$ cat src/rtl/absdiff_serial.sv
// Iterative |in0 - in1| unit: a p_dbits-wide digit subtractor is reused LSD-first over
// K = p_nbits/p_dbits cycles, with a second K-cycle pass to negate a borrowing result.
module absdiff_serial #(
    parameter int p_nbits = 8,
    parameter int p_dbits = 1
) (
    input  logic               clk,
    input  logic               rst,
    input  logic               in_val,
    output logic               in_rdy,
    input  logic [p_nbits-1:0] in0,
    input  logic [p_nbits-1:0] in1,
    output logic               out_val,
    input  logic               out_rdy,
    output logic [p_nbits-1:0] out,
    output logic               out_neg
);

    localparam int K  = p_nbits / p_dbits;
    localparam int CW = $clog2(K + 1);
    localparam logic [CW-1:0] LAST_DIGIT = CW'(K - 1);
    localparam logic [CW-1:0] DECIDE     = CW'(K);

    if ((p_nbits % p_dbits) != 0 || p_nbits < 2) begin : g_param_check
        $error("absdiff_serial: p_dbits (%0d) must divide p_nbits (%0d), p_nbits >= 2",
               p_dbits, p_nbits);
    end

    typedef enum logic [1:0] {
        IDLE,
        SUB,
        NEG,
        DONE
    } state_e;

    state_e             state_q;
    logic [p_nbits-1:0] a_q;
    logic [p_nbits-1:0] b_q;
    logic [p_nbits-1:0] r_q;
    logic               borrow_q;
    logic [CW-1:0]      cnt_q;
    logic               neg_q;
    logic               in_rdy_q;
    logic               out_val_q;

    logic [p_dbits:0]   diff_d;
    logic [p_nbits-1:0] a_d;
    logic [p_nbits-1:0] b_d;
    logic [p_nbits-1:0] r_d;
    logic [p_nbits-1:0] digit_ext;

    // One digit step: the extra MSB of diff_d is the outgoing borrow.
    always_comb begin
        diff_d    = {1'b0, a_q[p_dbits-1:0]} - {1'b0, b_q[p_dbits-1:0]}
                    - (p_dbits + 1)'(borrow_q);
        a_d       = a_q >> p_dbits;
        b_d       = b_q >> p_dbits;
        digit_ext = p_nbits'(diff_d[p_dbits-1:0]);
        r_d       = (r_q >> p_dbits) | (digit_ext << (p_nbits - p_dbits));
    end

    // NOTE: state is written only with non-blocking assignments so every register samples
    // pre-edge values; the asynchronous reset sits in the sensitivity list.
    always_ff @(posedge clk or posedge rst) begin
        if (rst) begin
            state_q   <= IDLE;
            a_q       <= '0;
            b_q       <= '0;
            r_q       <= '0;
            borrow_q  <= 1'b0;
            cnt_q     <= '0;
            neg_q     <= 1'b0;
            in_rdy_q  <= 1'b1;
            out_val_q <= 1'b0;
        end else begin
            unique case (state_q)
                IDLE: begin
                    if (in_val) begin
                        a_q      <= in0;
                        b_q      <= in1;
                        r_q      <= '0;
                        borrow_q <= 1'b0;
                        cnt_q    <= '0;
                        in_rdy_q <= 1'b0;
                        state_q  <= SUB;
                    end
                end
                SUB: begin
                    if (cnt_q != DECIDE) begin
                        a_q      <= a_d;
                        b_q      <= b_d;
                        r_q      <= r_d;
                        borrow_q <= diff_d[p_dbits];
                        cnt_q    <= cnt_q + 1'b1;
                    end else if (borrow_q) begin
                        // Negative difference: rerun the datapath as 0 - R.
                        neg_q    <= 1'b1;
                        a_q      <= '0;
                        b_q      <= r_q;
                        borrow_q <= 1'b0;
                        cnt_q    <= '0;
                        state_q  <= NEG;
                    end else begin
                        neg_q     <= 1'b0;
                        out_val_q <= 1'b1;
                        state_q   <= DONE;
                    end
                end
                NEG: begin
                    a_q      <= a_d;
                    b_q      <= b_d;
                    r_q      <= r_d;
                    borrow_q <= diff_d[p_dbits];
                    cnt_q    <= cnt_q + 1'b1;
                    if (cnt_q == LAST_DIGIT) begin
                        out_val_q <= 1'b1;
                        state_q   <= DONE;
                    end
                end
                DONE: begin
                    if (out_rdy) begin
                        out_val_q <= 1'b0;
                        in_rdy_q  <= 1'b1;
                        state_q   <= IDLE;
                    end
                end
                default: state_q <= IDLE;
            endcase
        end
    end

    assign in_rdy  = in_rdy_q;
    assign out_val = out_val_q;
    assign out     = r_q;
    assign out_neg = neg_q;

endmodule
$ cat config.mk
export PLATFORM = sky130hd
export DESIGN_NAME = absdiff_serial
export DESIGN_NICKNAME = d
export VERILOG_FILES = /design/src/rtl/absdiff_serial.sv
export SDC_FILE = /design/constraint.sdc
export NUM_CORES = 1
export LEC_CHECK = 0
export ABC_AREA = 1
export CORE_MARGIN = 2
export CORE_UTILIZATION = 48
export CTS_CLUSTER_SIZE = 30
export DETAILED_ROUTE_END_ITERATION = 10
export PLACE_DENSITY = 0.79
export SLEW_MARGIN = 40
export SYNTH_ARGS = -nofsm -noshare
export SYNTH_HDL_FRONTEND = slang
export SYNTH_SLANG_ARGS = --single-unit
$ cat constraint.sdc
create_clock -name clk -period 1.8 [get_ports clk]
set_clock_uncertainty 0.15 [all_clocks]
set_input_delay 0.18 -clock clk [delete_from_list [all_inputs] [get_ports clk]]
set_output_delay 0.18 -clock clk [all_outputs]
set_load 0.02 [all_outputs]
==> impl_results.md <==
* End point of the critical path: out[1]
* Worst-path clk slew at 0.07 ns
* Period utilization at 96.40%
* Worst reg-to-reg path cell count at 8
* WS Path Type: register to register
* Status: finished, final reports clean
* RD Place Congestion at 0.8908
* Share of the synthesized area in the top cell type at 41.85%
* Startpoint Class: register
* Clk root buf: clkbuf_8
* Die height at 68.12 um
* Final instance area at 2658 um2
* Core area at 3971 um2
* Post-Synthesis Cells at 264
* Number of max-cap violations at 0
* Die Span X at 68.12 um
* Largest area contributor in the netlist: dfrtp_1
* CP Max Fanout at 10
* All-Layer GR Usage at 20.97%
* Flop2flop setup slack at 0.06 ns
* Util after Layout at 66.92%
* First-iteration detailed-routing DRC count at 102
* Pin count of the biggest net entering global routing at 35
* Clock Path Buffers at 2
* Most frequent cell after synthesis: nand2_1
* Initial Utilization at 49.68%
* Mapped cell area at 1973 um2
* Antenna violations before repair at 0
* Synth cell types at 27
* Remaining routing DRC violations at 0
* Layout fillers at 332
* Area growth syn-to-layout at 34.69%
* Pre-Repair DR Iteration Count at 4
* Final ANT Viol Nets at 0
* Die area at 4640 um2
* Lkg Pwr at 1.330 nW
* Share of cells above drive strength 1 at 16.99%
* FF+latch count, synth at 34
* Fin nets at 339
* Grt ovf at 0
* Maximum vdd drop at 1278 uV
* Worst flop-to-flop path endpoint: out[1]
* Top post-synthesis cells by count: nand2_1, nor2_1, inv_1
* Mean area per synthesized cell at 7.474 um2
* Routed via count at 1,770
* Vias in the first global route at 1,639
* H-tree Lvls at 2
* Async SR Flop Fraction at 100.0%
* Std-Cell Rows at 23
* Worst setup EP type: register
* Routed len/inst at 12.81 um
* Placed insts at 345
* Worst Max-Slew Pin Slew at 0.4320 ns
* Top Ports at 31
* CP Launch Point: cnt_q[1]
* Hold Vio Cnt, Final at 0
* Critical Path AT at 1.77 ns
* # diodes at 0
* Post-synth net total at 292
* Clock sink total at 34
* Yosys warning total at 0
* Ys flop type: dfrtp_1
* Via density at 4.890
* Final Max Tran Viols at 0
* # port buffers at 30
* FF-to-FF Start: cnt_q[1]
* CTS tree: built
* Register area share after synthesis at 43.18%
* Pre-CTS WS at -0.02928 ns
* Post-Layout Cell Count at 362
* Final wirelength at 4636 um
* Slew HR at 71.20%
* Number of buffers created by CTS at 5
* Fmax at 0.5763 GHz
* Power density cells at 2179 nW/um2
* Worst path required time at 1.83 ns
* Hpwl dp at 3022 um
* Final WS setup at 0.06478 ns
* Tmin final at 1.735 ns
* Global-route wire length before repair at 7141 um
* Clk_lat worst skew at 0.29 ns
* Post-synth EDFFs at 0
* HP Class: input port to async pin
* Synth area leaders: dfrtp_1, nand2_1, nor2_1
* Sum Neg Setup Slack at 0 ns
* Final setup fails at 0
* Placed inst area at 2372 um2
worst min path at each step:
stage                 from  endpoint  slack (ns)
finish                 rst    a_q[5]        0.12
global route           rst    a_q[7]        0.20
CTS                    rst  cnt_q[0]        0.15
detailed placement  a_q[7]    a_q[6]        0.32
global placement    a_q[4]    a_q[3]        0.31
floorplan              rst    a_q[0]        0.17
flip-flops by register name (all words and copies together) (netlist names):
register	cells
cnt_q	4
out	8
a_q	8
out_neg	1
out_val	1
borrow_q	1
in_rdy	1
state_q	2
b_q	8
critical path, cell delays in order, from the launching register on:
cell and delay, ns:
dfrtp_1 0.42, inv_1 0.08, ha_2 0.21, nand4_1 0.18
inv_1 0.20, nor2_4 0.06, buf_4 0.16, nor2_1 0.11
a21oi_2 0.04
metal layers:
layer | global-route usage, % | vias up | wire (um)
met2 | 33.98 | 41 | 2253
li1 | - | 910 | -
met1 | 26.21 | 805 | 2073
met5 | 0 | - | 0
met4 | 8.250 | 0 | 113
met3 | 6.250 | 14 | 196
through the flow:
step	hold slack (ns)	total power, mW
after floorplan	0.1709	3.558
after global placement	0.3103	4.334
after detailed placement	0.3150	4.432
after CTS	0.1474	5.225
after global routing	0.2031	6.272
final	0.1244	5.792
logic make-up after synthesis:
logic type | after synthesis | share of synthesized area (%)
adder cells (fa/ha/maj) | 8 | 5.453
buffers and inverters | 46 | 10.08
AND/OR/NAND/NOR | 139 | 31.14
AO/OA/AOI/OAI | 36 | 9.702
XOR/XNOR | 1 | 0.4440
flip-flops | 34 | 43.18
final cells by class:
type,count,area [um2],share of cell area [%]
Tap cell,50,62.56,2.354
Timing Repair Buffer,47,495.5,18.64
Clock buffer,7,76.32,2.872
Clock inverter,1,30.03,1.130
Inverter,38,142.6,5.367
Sequential cell,34,852.1,32.06
Multi-Input combinational cell,185,998.5,37.57
power breakdown:
group	switching, mW	internal (mW)
Sequential	0.224	1.15
Clock	0.278	0.414
Combinational	2.12	1.60
Total	2.63	3.17
timing repair:
action,CTS,global route
setup buffers,3,3
gates cloned,0,3
pin swaps,1,6
hold buffers,0,0
endpoints found under the setup margin,12,28
resized for setup,2,20
placed cells by master, fill, tap and decap left out, types with 12 or more instances in the layout:
| cell | netlist | layout |
|---|---|---|
| a21oi_1 | 14 | 14 |
| nand3_1 | 14 | 14 |
| inv_1 | 36 | 33 |
| clkdlybuf4s50_1 | 0 | 30 |
| dfrtp_1 | 33 | 33 |
| o21ai_0 | 17 | 14 |
| nand2_1 | 73 | 72 |
| buf_4 | 2 | 12 |
| nor2_1 | 37 | 35 |
Note: power is estimated with default switching activity, not from simulation.
